==> src/rtl/shift_reg_ctrl.sv <==
// Command sequencer for a shift_reg: turns a word stream into WRITEs + UPLOAD, and a read request into READs.
// Latency: command registered the cycle after accept/issue; read data returns 2 cycles after a READ issue.
// Backpressure: wr_ready follows sr_en in WRITE; READ issue gated by rd_ready && sr_en, none after issue.
module shift_reg_ctrl #(
    parameter int DATA_WIDTH = 8,
    parameter int LENGTH     = 4
) (
    input  logic                  clk,
    input  logic                  reset,
    input  logic                  start_write,
    input  logic                  start_read,
    input  logic                  wr_valid,
    input  logic [DATA_WIDTH-1:0] wr_data,
    output logic                  wr_ready,
    input  logic                  rd_ready,
    output logic                  rd_valid,
    output logic [DATA_WIDTH-1:0] rd_data,
    output logic                  busy,
    output logic                  done,
    input  logic                  sr_en,
    input  logic [DATA_WIDTH-1:0] sr_data_read,
    output logic [1:0]            sr_ctrl_code,
    output logic [DATA_WIDTH-1:0] sr_data_write
);
    localparam int CW = $clog2(LENGTH + 1);
    localparam logic [CW-1:0] LAST = CW'(LENGTH - 1);

    localparam logic [2:0] S_IDLE   = 3'd0;
    localparam logic [2:0] S_WRITE  = 3'd1;
    localparam logic [2:0] S_UPLOAD = 3'd2;
    localparam logic [2:0] S_READ   = 3'd3;
    localparam logic [2:0] S_DRAIN  = 3'd4;

    localparam logic [1:0] CODE_UPLOAD = 2'd0;
    localparam logic [1:0] CODE_WRITE  = 2'd2;
    localparam logic [1:0] CODE_READ   = 2'd3;

    logic [2:0]    state;
    logic [CW-1:0] cnt;
    logic          vld_p1;
    logic          vld_p2;
    logic          accept;
    logic          issue;

    assign wr_ready = (state == S_WRITE) && sr_en;
    assign accept   = wr_ready && wr_valid;
    assign issue    = (state == S_READ) && rd_ready && sr_en;
    assign rd_valid = vld_p2;
    assign rd_data  = sr_data_read;
    assign busy     = (state != S_IDLE);
    // Last word out of the pipe is the one whose stage-1 predecessor is empty.
    assign done     = (state == S_UPLOAD) || ((state == S_DRAIN) && vld_p2 && !vld_p1);

    always_ff @(posedge clk or posedge reset) begin
        if (reset) begin
            state         <= S_IDLE;
            cnt           <= '0;
            vld_p1        <= 1'b0;
            vld_p2        <= 1'b0;
            sr_ctrl_code  <= CODE_UPLOAD;
            sr_data_write <= '0;
        end else begin
            sr_ctrl_code <= CODE_UPLOAD;
            vld_p1       <= issue;
            vld_p2       <= vld_p1;
            case (state)
                S_IDLE: begin
                    cnt <= '0;
                    if (start_write)
                        state <= S_WRITE;
                    else if (start_read)
                        state <= S_READ;
                end
                S_WRITE: begin
                    if (accept) begin
                        sr_ctrl_code  <= CODE_WRITE;
                        sr_data_write <= wr_data;
                        if (cnt == LAST) begin
                            cnt   <= '0;
                            state <= S_UPLOAD;
                        end else begin
                            cnt <= cnt + CW'(1);
                        end
                    end
                end
                S_UPLOAD: begin
                    state <= S_IDLE;
                end
                S_READ: begin
                    if (issue) begin
                        sr_ctrl_code <= CODE_READ;
                        if (cnt == LAST) begin
                            cnt   <= '0;
                            state <= S_DRAIN;
                        end else begin
                            cnt <= cnt + CW'(1);
                        end
                    end
                end
                S_DRAIN: begin
                    if (done)
                        state <= S_IDLE;
                end
                default: begin
                    state <= S_IDLE;
                end
            endcase
        end
    end

endmodule

==> config.mk <==
export PLATFORM = sky130hd
export DESIGN_NAME = shift_reg_ctrl
export DESIGN_NICKNAME = d
export VERILOG_FILES = /design/src/rtl/shift_reg_ctrl.sv
export SDC_FILE = /design/constraint.sdc
export NUM_CORES = 1
export LEC_CHECK = 0
export CORE_ASPECT_RATIO = 0.8
export CORE_UTILIZATION = 39
export CTS_BUF_LIST = sky130_fd_sc_hd__clkbuf_16
export DETAILED_ROUTE_END_ITERATION = 10
export PLACE_DENSITY = 0.84
export SYNTH_ARGS = -nofsm -noshare
export SYNTH_HDL_FRONTEND = slang
export SYNTH_SLANG_ARGS = --single-unit
==> constraint.sdc <==
create_clock -name clk -period 1.89 [get_ports clk]
set_input_delay 0.2835 -clock clk [delete_from_list [all_inputs] [get_ports clk]]
set_output_delay 0.2835 -clock clk [all_outputs]
set_load 0.01 [all_outputs]
==> results of run 1 <==
-- per-layer routing --
| metal | wire length (µm) | vias to the layer above | GRT usage, % |
|---|---|---|---|
| li1 | - | 307 | - |
| met1 | 876 | 337 | 20.9 |
| met2 | 1060 | 26 | 30.5 |
| met3 | 117 | 8 | 5.68 |
| met4 | 73 | 0 | 11.7 |
| met5 | 0 | - | 0 |
-- metrics by stage --
stage | power (mW) | worst slack [ns] | std cells | hold WS [ns]
2_1_floorplan | 1.07 | 0.537 | 75 | 0.222
4_1_cts | 1.83 | 0.0773 | 125 | 0.419
3_3_place_gp | 1.37 | 0.0282 | 122 | 0.391
6_report | 1.81 | 0.0890 | 125 | 0.417
5_1_grt | 1.92 | 0.0434 | 125 | 0.443
3_5_place_dp | 1.41 | 0.0118 | 122 | 0.409
-- worst max-delay path by stage --
stage / end / slack (ns) / depth (start not counted)
global placement: wr_ready / 0.03 / 3
detailed placement: wr_ready / 0.01 / 3
CTS: busy / 0.08 / 3
finish: busy / 0.09 / 3
floorplan: sr_data_write[0]$_DFFE_PP0P_ / 0.54 / 4
global route: done / 0.04 / 4
-- kinds of logic (layout without fill, tap and decap cells) --
group | count (synthesis) | after routing | share of synthesized area (%)
AO/OA/AOI/OAI | 10 | 10 | 7.91
adder cells (fa/ha/maj) | 1 | 1 | 1.36
buffers and inverters | 12 | 37 | 9.00
flip-flops | 18 | 18 | 49.1
multiplexers | 11 | 11 | 16.6
AND/OR/NAND/NOR | 23 | 23 | 16.0
-- state kept, by name, indices dropped and copies added (netlist names) --
| signal | cells |
|---|---|
| sr_ctrl_code | 2 |
| cnt | 3 |
| state | 3 |
| rd_valid | 1 |
| sr_data_write | 8 |
| vld_p1 | 1 |
-- cell usage after synthesis --
| library cell | count | area, µm² |
|---|---|---|
| sky130_fd_sc_hd__inv_1 | 3 | 11.3 |
| sky130_fd_sc_hd__o32ai_2 | 1 | 16.3 |
| sky130_fd_sc_hd__o21ai_1 | 1 | 5.00 |
| sky130_fd_sc_hd__and4bb_4 | 1 | 16.3 |
| sky130_fd_sc_hd__mux2_1 | 2 | 22.5 |
| sky130_fd_sc_hd__ha_1 | 1 | 12.5 |
| sky130_fd_sc_hd__or4_1 | 1 | 7.51 |
| sky130_fd_sc_hd__a21boi_1 | 2 | 15.0 |
| sky130_fd_sc_hd__nor3_1 | 2 | 10.0 |
| sky130_fd_sc_hd__a21oi_1 | 1 | 5.00 |
| sky130_fd_sc_hd__nand3b_1 | 1 | 7.51 |
| sky130_fd_sc_hd__o22ai_1 | 1 | 6.26 |
| sky130_fd_sc_hd__nand3_2 | 1 | 10.0 |
| sky130_fd_sc_hd__nand2b_1 | 2 | 12.5 |
| sky130_fd_sc_hd__nor2b_1 | 2 | 12.5 |
| sky130_fd_sc_hd__nand2_4 | 1 | 11.3 |
| sky130_fd_sc_hd__a31oi_1 | 1 | 6.26 |
| sky130_fd_sc_hd__nor4bb_1 | 1 | 10.0 |
| sky130_fd_sc_hd__buf_4 | 8 | 60.1 |
| sky130_fd_sc_hd__nand2_1 | 3 | 11.3 |
| sky130_fd_sc_hd__nor2_1 | 5 | 18.8 |
| sky130_fd_sc_hd__and3_1 | 1 | 6.26 |
| sky130_fd_sc_hd__nand4_1 | 1 | 6.26 |
| sky130_fd_sc_hd__dfrtp_1 | 18 | 450 |
| sky130_fd_sc_hd__o21ai_0 | 2 | 10.0 |
| sky130_fd_sc_hd__buf_6 | 1 | 11.3 |
| sky130_fd_sc_hd__mux2_4 | 8 | 120 |
| sky130_fd_sc_hd__a31o_2 | 1 | 8.76 |
| sky130_fd_sc_hd__mux2i_1 | 1 | 10.0 |
| sky130_fd_sc_hd__or2_2 | 1 | 6.26 |
-- worst reg2reg max path, delay by kind of cell (launching register included) --
family,cells,cell delay (ns)
AO/OA/AOI/OAI,1,0.36
multiplexers,1,0.37
flip-flops,1,0.43
buffers and inverters,1,0.19
-- area by class of cell --
cell class	instances	area, µm²	share of cell area, %
sequential	18	452	36.0
tap	25	31.3	2.50
multi-input combinational	45	384	30.6
clock buffer	3	75.1	5.99
timing repair buffer	31	300	24.0
inverter	3	11.3	0.898
-- power by group --
part / switching (mW) / internal [mW]
Combinational: 0.293 / 0.475
Clock: 0.132 / 0.278
Sequential: 0.109 / 0.527
==> flow_results.org, run 1 <==
** Worst setup path
- At the worst endpoint, the required time is 1.61 ns.
- The critical path goes through nor2_1 > nand2_1 > clkdlybuf4s50_1.
- Startpoint type of the worst setup path :: flop
- The worst setup path is captured at an output pin.
- The worst register-to-register path begins at state[1]$_DFFE_PP0P_.
- Reg2reg setup slack :: 0.41 ns
- Together, buffers and inverters on the worst path number 1.
- Measured in cells, the most critical reg-to-reg path has a length of 3.
- Crit-path leading delay family :: buffers and inverters
- On the worst path, the slowest cell contributes a delay of 0.48 ns.
- On the critical path, the stage with the largest delay is an instance of sky130_fd_sc_hd__clkdlybuf4s50_1.
- The setup path with the least slack is of type reg2out.
- The endpoint identified for the worst register-to-register timing path is cnt[1]$_DFFE_PP0P_.
- Crit path arrival time :: 1.52 ns
- Of all nets on the critical path, the largest fanout is 9.
- The critical path starts at state[0]$_DFFE_PP0P_.

** Layout
- Leaving out fill and tap cells, the most frequent cell in the layout is sky130_fd_sc_hd__clkdlybuf4s50_1.
- The area growth from synthesis to layout is 36.7%.
- Post-route cell area :: 0.00125 mm²
- The final layout contains 126 nets.
- After filler insertion, the fill cell instance count of the layout stands at 183.
- Final core utilization :: 57.1%
- Proportion of layout cells with a drive suffix above 1 :: 21.0%
- In the layout the commonest cells are sky130_fd_sc_hd__clkdlybuf4s50_1, sky130_fd_sc_hd__dfrtp_1, sky130_fd_sc_hd__mux2_4.
- Diodes inserted :: 0

** STA
- Setup_tns :: 0 ns
- The max-slew violation count is 0.
- Final worst-path cycle share :: between 90% and 100%
- The number of endpoints with negative hold slack in the final report is 0.
- Setup repair after global routing missed its margin :: no
- Setup violations remaining at the end of the flow were counted as 0.
- Final Skew :: between 0.0015 and 0.002 ns
- The smallest clock period supported by the final layout is computed as 1.80 ns.
- Relative slew slack :: 54.1%
- Slew at the pin closest to its max-slew limit :: 0.688 ns
- Timing would allow up to around 560 MHz.

** Clock network
- Clock-pin slew reported for the worst setup and hold paths after clock tree synthesis :: 0.05 ns
- Master cell of the clock root buffer :: sky130_fd_sc_hd__clkbuf_16
- Cts repair resizes :: 3
- H-tree lvl count :: 1
- The clock passes through at most 2 buffers.
- Clock buffer count from CTS :: 3
- Clock net sink count :: 18
- Worst-skew pair later-pin latency :: 0.25 ns
- TritonCTS built the clock tree.
- For this design, the CTS-stage hold fixing added 0 buffers.
- Post-CTS Repair Setup Buffers :: 0

** GRT
- Entering global routing, the biggest net connects 19 pins.
- Leftover overflow at the end of global routing :: 0
- Total routing usage reported by global routing :: 18.2%
- The number of antenna violations at the first check in global routing was 0.
- The first global-routing pass estimated 3.34 mm of wire.
- Vias in the first global route :: 675

** Logic synthesis
- Seq/Total Area, Yosys :: 49.1%
- Syn Inst Count :: 75
- The number of nets in the synthesized netlist is between 90 and 100.
- Flip-flop and latch count after synthesis :: 18
- For this run, the number of Yosys warnings is 0.
- Number of different library cells in the post-synthesis netlist :: 30
- Synthesized area per cell :: 12.2 µm²
- Cell area after synthesis :: 917 µm²

** Pwr
- Across the VDD grid, the largest voltage drop is 0.963 mV.
- Power Dens Cells :: 1450 mW/mm²
- P_leak :: between 0.5 and 0.6 nW

** Die
- The initialized floorplan defines 15 standard-cell rows.
- 45 I/O pins were placed.
- Core area :: 0.00220 mm²
- Die Footprint :: roughly 0.0026 mm²
- Initial standard-cell utilization of the core :: 41.8%
- The die is about 45 µm tall.
- Die span in x :: 56.2 µm

** Route
- Number of vias per cell after detailed routing :: between 5 and 6
- Detailed router's first-iteration violation count :: 12
- Before antenna repair, the detailed router went through 4 iterations.
- Number of DRC violations after detailed routing :: 0
- After detailed routing, the average wire length per cell comes to 17.0 µm.
- Residual antenna-violating net count after detailed routing :: 0
- Detailed-route via count :: 678
- Wires add up to about 2.1 mm.

** Place
- Final GP Congestion :: around 0.82
- The placed instances occupy a cell area of 0.00118 mm².
- Number of buffers added on ports :: 28

** Worst hold path
- The startpoint identified for the worst hold timing path is vld_p1$_DFF_PP0_.
- For hold timing, the worst endpoint is rd_valid$_DFF_PP0_.
- Cell count of the worst hold path :: 0
- The worst hold path belongs to the class reg2reg.

** Job
- The tool flagged a number of max-cap violations equal to 0.

** Run status
- Status :: complete, no violations
Power figures use the tool's default switching activity.
==> inputs of run 2 (changes only) <==
Settings changed: CORE_MARGIN from default to 3, SETUP_SLACK_MARGIN from default to 0.2, SLEW_MARGIN from default to 20.
==> run 2 against run 1 <==
Die area up 17%. Total power down 0.71%. Worst setup slack better by 0.17 ns. Maximum frequency up 10%. Core utilization up 0.23 points. Sequential power down 2%. Highest routed layer unchanged. Cell count up 0.80%. Final area up 0.40%. Clock skew up 0.0027 ns. Count of clock-buffer cells in the layout unchanged. Hold slack worse by 0.0070 ns. Clock power up 2%.
==> flow_results.org, run 2 (synthesis results as in run 1) <==
** Route
- Detailed-route via count :: 663
- Total Wirelength :: just under 2 mm
- DRT Pass-1 Iters :: 4
- Number of DRC violations after detailed routing :: 0
- The first routing iteration left 18 violations.
- The count of nets left with antenna violations once routing finished came out at 0.
- Using the TritonRoute via totals, the vias-per-cell ratio works out to ~5.3.
- In the final routed layout, each cell accounts on average for 15.7 µm.

** Layout
- Sequential cell area in the final layout :: 452 µm²
- The layout has 186 filler cells.
- Final Instance Count excl. Fillers :: 126
- Diodes inserted :: 0
- The library cell used most frequently in the layout, excluding fill and tap cells, is sky130_fd_sc_hd__clkdlybuf4s50_1.
- Top Registers :: sr_data_write (8), cnt (3), state (3)
- Highest-count cells in the layout ignoring fill and taps :: sky130_fd_sc_hd__clkdlybuf4s50_1, sky130_fd_sc_hd__dfrtp_1, sky130_fd_sc_hd__mux2_4
- The register with the most flip-flops in the layout has 8 of them.
- Of the cells placed in the final design, the portion with a size suffix greater than 1 is 21.8%.
- Multi-input logic area :: between 300 and 400 µm²
- Register containing the most flip-flops in the final layout :: sr_data_write
- Compared with the post-synthesis result, the final layout area differs by 37.2%.
- Net total in the final layout :: around 130

** Pwr
- For this design the static power due to leakage is 0.567 nW.
- Dividing total power by cell area gives a power density of 1430 mW/mm².
- Across the VDD grid, the largest voltage drop is 0.877 mV.

** Clock network
- TritonCTS created 3 clock buffers.
- Master cell of the clock root buffer :: sky130_fd_sc_hd__clkbuf_16
- Clock net sink count :: 18
- Clock-pin slew reported for the worst setup and hold paths after clock tree synthesis :: 0.05 ns
- Maximum clock path buffer count :: 2
- In this run the number of H-tree levels came out at 1.
- Worst-skew pair later-pin latency :: about 0.25 ns
- Post-CTS Repair Setup Buffers :: 0
- Count of hold-fix buffers inserted at cts :: 0
- CTS tree :: built

** Place
- In this run, placement finished with an instance count of 122.
- Final GP Congestion :: between 0.7 and 0.8
- HPWL after DPL :: 1.58 mm
- Number of buffers added on ports :: 28

** Die
- The floorplan step set the die height to 49.4 µm.
- FP Rows :: 15
- The die covers roughly 0.0030 mm².
- The total area inside the core boundary comes to approximately 0.0022 mm².
- between 40 and 50 I/O pins were placed.
- The die is 60.2 µm wide.
- For this configuration, the core starts out at a cell density of 41.8%.

** STA
- Setup repair after global routing missed its margin :: no
- The worst pin sits at a relative slew slack of a little over half.
- Post-layout min period :: 1.63 ns
- On the final layout, the worst clock skew is 0.00441 ns.
- For this run, the top clock speed supported by timing is about 610 MHz.
- Setup_tns :: 0 ns
- The number of endpoints with negative hold slack in the final report was 0.
- Final worst-path cycle share :: 86.3%
- At the pin with the least slew margin, the transition time is between 0.6 and 0.7 ns.
- Max Slew Vio Count :: 0
- Total setup violations reported at the end of the flow :: 0

** GRT
- Vias in the first global route :: 668
- Number of antenna violations at the first check in global routing :: 0
- Leftover overflow at the end of global routing :: 0
- Across every metal layer, demand over resource in global routing totals 14.8%.
- The first global-routing pass estimated about 3.3 mm of wire.
- Pin count of the biggest net entering global routing :: 19

** Worst hold path
- The tightest min-delay check is of the reg2reg type.

** Run status
- Status :: complete, no violations

** Worst setup path
- The critical path is of the reg2out type.
- Worst setup EP type :: output pin
- In this run the worst path has a maximum fanout of 3.
- Crit path arrival time :: 1.35 ns
- Maximum cell stage delay along the critical path :: 0.40 ns
- Walking the worst path, the cells encountered are nor4bb_1 > a21oi_1 > nor2_1 > dlygate4sd2_1.
- At the worst endpoint, the required time is 1.61 ns.
- The worst setup path is launched from a flop.
- CP max stage cell :: sky130_fd_sc_hd__dfrtp_1

** Job
- Across the run, the number of max-cap violations was 0.
==> run 2: cell type report <==
type	count	area share, %
multi-input combinational	45	30.7
timing repair buffer	31	23.8
tap	25	2.49
inverter	3	0.895
clock inverter	1	0.298
sequential	18	35.9
clock buffer	3	5.96
==> run 2: final timing paths <==
check	slack [ns]	to	cells past startpoint	start
setup / recovery	0.26	done	4	state[1]$_DFFE_PP0P_
hold / removal	0.41	rd_valid$_DFF_PP0_	0	vld_p1$_DFF_PP0_
setup reg to reg	0.46	cnt[1]$_DFFE_PP0P_	3	state[0]$_DFFE_PP0P_
hold reg to reg	0.41	rd_valid$_DFF_PP0_	0	vld_p1$_DFF_PP0_
max in group asynchronous	0.96	state[2]$_DFFE_PP0P_	2	reset
min in group asynchronous	0.45	sr_data_write[3]$_DFFE_PP0P_	2	reset
==> run 2: repair_timing <==
action                     CTS  global route
pin swaps                    0             1
cloned                       0             0
setup endpoints to repair    3             1
gates resized for setup      5             0
==> run 2: critical path, delay by kind of cell (launching register included) <==
family | cells | cell delay (ns)
AO/OA/AOI/OAI | 1 | 0.07
buffers and inverters | 1 | 0.28
flip-flops | 1 | 0.40
AND/OR/NAND/NOR | 2 | 0.35
==> run 2: layer usage <==
layer,up-vias,track usage (%),wire length (µm)
met1,332,18.5,814
met3,4,4.76,93
met5,-,0,0
li1,312,-,-
met4,0,4.80,25
met2,15,23.6,1050
==> run 2: stage by stage <==
stage	cell area (µm²)	hold WS (ns)	setup slack (ns)	power [mW]	utilization (%)
2_1_floorplan	917	0.222	0.537	1.07	-
3_3_place_gp	1180	0.391	0.0242	1.37	53.7
3_5_place_dp	1180	0.401	0.0209	1.40	53.7
4_1_cts	1260	0.420	0.235	1.82	57.3
5_1_grt	1260	0.420	0.201	1.91	57.3
6_report	1260	0.410	0.258	1.80	57.3
==> run 2: report_power, final <==
part | switching (mW) | internal [mW]
logic | 0.286 | 0.473
registers | 0.0980 | 0.527
clock network | 0.138 | 0.281
total | 0.521 | 1.28
==> inputs of run 3 (changes only) <==
Settings changed: SETUP_SLACK_MARGIN 0.2 to default.
==> run 3 against run 2 <==
Count of clock-buffer cells in the layout unchanged. Critical endpoint is now busy. First-iteration DRC count stayed put. Clock skew stayed put. Via count shrank 0.15%.
==> flow_results.org, run 3 (synthesis results as in run 1) <==
** Pwr
- Switching power as a share of total power :: 28.9%
- The worst-case IR drop observed on VDD is 0.878 mV.
- Combinational logic is responsible for 42.3% of the overall power.
- Registers are responsible for 34.6% of the overall power.
- Internal power component :: 1.29 mW
- Net Switching :: 0.522 mW
- In this run, the clock network consumes 23.2% of the power.
- In this run the static leakage power is 0.568 nW.
- In this run the power density over the cells is 1430 mW/mm².
- Total design power :: 1.81 mW

** STA
- Setup violations remaining at the end of the flow were counted as 0.
- Relative slew slack :: 54.6%
- F_max :: 554 MHz
- Setup repair after global routing left no endpoint under its margin.
- For the final database, setup skew stands at 0.00441 ns.
- The max-slew violation count is 0.
- Dividing the final minimum period by the clock period gives 95.6%.
- Final hold viol count :: 0
- Post-layout min period :: 1.81 ns
- For the pin with the worst max-slew slack, the measured transition is 0.681 ns.
- Setup_tns :: 0 ns

** Clock network
- Maximum clock path buffer count :: 2
- Clock net sink count :: 18
- TritonCTS built the clock tree.
- In this run the clock root is driven by a sky130_fd_sc_hd__clkbuf_16.
- Count of hold-fix buffers inserted at cts :: 0
- CTS built an H-tree with a depth of 1.
- After clock tree synthesis, the clock-pin slew on the worst setup and hold paths is 0.05 ns.
- Clock buffer count from CTS :: 3
- Clock latency on the worst-skew pair, taken at its later pin, is 0.25 ns.

** GRT
- Leftover overflow at the end of global routing :: 0
- Vias in the first global route :: 670
- First-pass GRT wire length :: 3.25 mm
- The number of antenna violations at the first check in global routing came to 0.
- In the global route stage, overall resource usage came out at 14.7%.
- Pin count of the biggest net entering global routing :: 19

** Layout
- The library cell used most frequently in the layout, excluding fill and tap cells, is sky130_fd_sc_hd__clkdlybuf4s50_1.
- The count of cells in the finished layout, fillers not included, comes to 126.
- For this run, the post-layout net count is 126.
- Highest-count cells in the layout ignoring fill and taps :: sky130_fd_sc_hd__clkdlybuf4s50_1, sky130_fd_sc_hd__dfrtp_1, sky130_fd_sc_hd__mux2_4
- Proportion of layout cells with a drive suffix above 1 :: 21.8%
- The repair_antennas step left the layout with diodes totalling 0.
- The register with the most flip-flops in the final layout is sr_data_write.
- In the final layout, the registers with the most flip-flops are sr_data_write (8), cnt (3), state (3).
- Compared with the post-synthesis result, the final layout area differs by 37.4%.
- Number of flip-flops in the largest register :: 8
- Final core utilization :: 57.4%

** Place
- HPWL after DPL :: 1.58 mm
- Once placement completed, the tool counted placed cells totaling 122.
- Number of buffers added on ports :: 28
- Final GP Congestion :: around 0.77

** Route
- For this block, the via count after detailed routing is roughly 660.
- Residual antenna-violating net count after detailed routing :: 0
- Total Wirelength :: 1.98 mm
- Average routed wire per standard cell :: 15.7 µm
- After detailed routing, the number of remaining DRC violations is 0.
- DRT Pass-1 Iters :: 4
- Number of vias per cell after detailed routing :: 5.25
- In this run, the number of DRC markers left after iteration 0 of detailed routing was 18.

** Die
- Initial standard-cell utilization of the core :: 41.8%
- Measured along the y axis, the die boundary spans ~50 µm.
- Die Footprint :: 0.00297 mm²
- I/O Pins :: 45
- Die span in x :: ~60 µm
- Core area :: about 0.0022 mm²
- After floorplanning, the core was divided into 15 placement rows.

** Worst setup path
- CP max stage cell :: sky130_fd_sc_hd__clkdlybuf4s50_1
- Req. time, crit path :: about 1.6 ns
- Critical Path Fanout Max :: 7
- Bufs and invs on worst path :: 2
- The worst setup path is launched from a flop.
- Crit path arrival time :: 1.52 ns
- For this run, the slowest stage of the critical path takes 0.48 ns.
- Worst setup EP type :: output pin
- Setup CP Type :: reg2out
- Reg-to-reg startpoint :: state[0]$_DFFE_PP0P_
- Crit path launch :: state[1]$_DFFE_PP0P_
- Broken down by cell family, the worst path's largest delay share belongs to buffers and inverters.
- Critical path cell sequence :: buf_4 > nor2_2 > nand2_1 > clkdlybuf4s50_1

** Worst hold path
- Worst hold path type :: reg2reg
- Hold Path Origin :: vld_p1$_DFF_PP0_

** Job
- The tool flagged a number of max-cap violations equal to 0.

** Run status
- Status :: complete, no violations
[run 3: path summary, 6_finish.rpt]
| check | slack [ns] | depth (start not counted) | endpoint |
|---|---|---|---|
| min in group asynchronous | 0.45 | 2 | sr_data_write[3]$_DFFE_PP0P_ |
| setup reg to reg | 0.46 | 3 | cnt[1]$_DFFE_PP0P_ |
| setup / recovery | 0.08 | 4 | busy |
| hold / removal | 0.41 | 0 | rd_valid$_DFF_PP0_ |
| max in group asynchronous | 0.96 | 2 | state[2]$_DFFE_PP0P_ |
| hold reg to reg | 0.41 | 0 | rd_valid$_DFF_PP0_ |
[run 3: worst register-to-register path: stages (launching register included)]
cell and delay, ns:
sky130_fd_sc_hd__dfrtp_1 0.47, sky130_fd_sc_hd__a21boi_1 0.19, sky130_fd_sc_hd__o32ai_2 0.30, sky130_fd_sc_hd__mux2_1 0.35
[run 3: final cells by class]
class                           instances  area (µm²)
Clock buffer                            3        75.1
Clock inverter                          1        3.75
Fill cell                             185         936
Inverter                                3        11.3
Multi-Input combinational cell         45         387
Sequential cell                        18         452
Tap cell                               25        31.3
Timing Repair Buffer                   31         300
[run 3: layer usage]
layer	wire [µm]	track usage, %	up-vias
met1	812	18.4	331
met3	93	4.76	4
met5	0	0	-
li1	-	-	312
met2	1050	23.6	15
met4	25	4.80	0
[run 3: what timing repair did]
item / 4_1_cts / 5_1_grt
resized for setup: 3 / 1
setup endpoints to repair: 2 / 1
buffers inserted: 0 / 0
gates cloned: 0 / 0
[run 3: per-stage QoR]
step	area [µm²]	setup WS (ns)	hold slack, ns
after detailed placement	1180	0.0209	0.401
after CTS	1260	0.0140	0.420
final	1260	0.0837	0.411
after global placement	1180	0.0242	0.391
after global routing	1260	0.0216	0.421
after floorplan	917	0.537	0.222
[run 3: power groups by stage]
| stage | registers, mW | logic (mW) | clock network (mW) |
|---|---|---|---|
| global route | 0.646 | 0.823 | 0.445 |
| CTS | 0.624 | 0.770 | 0.428 |
| finish | 0.625 | 0.764 | 0.419 |
| floorplan | 0.656 | 0.417 | 0 |
| global placement | 0.619 | 0.752 | 0 |
| detailed placement | 0.627 | 0.775 | 0 |
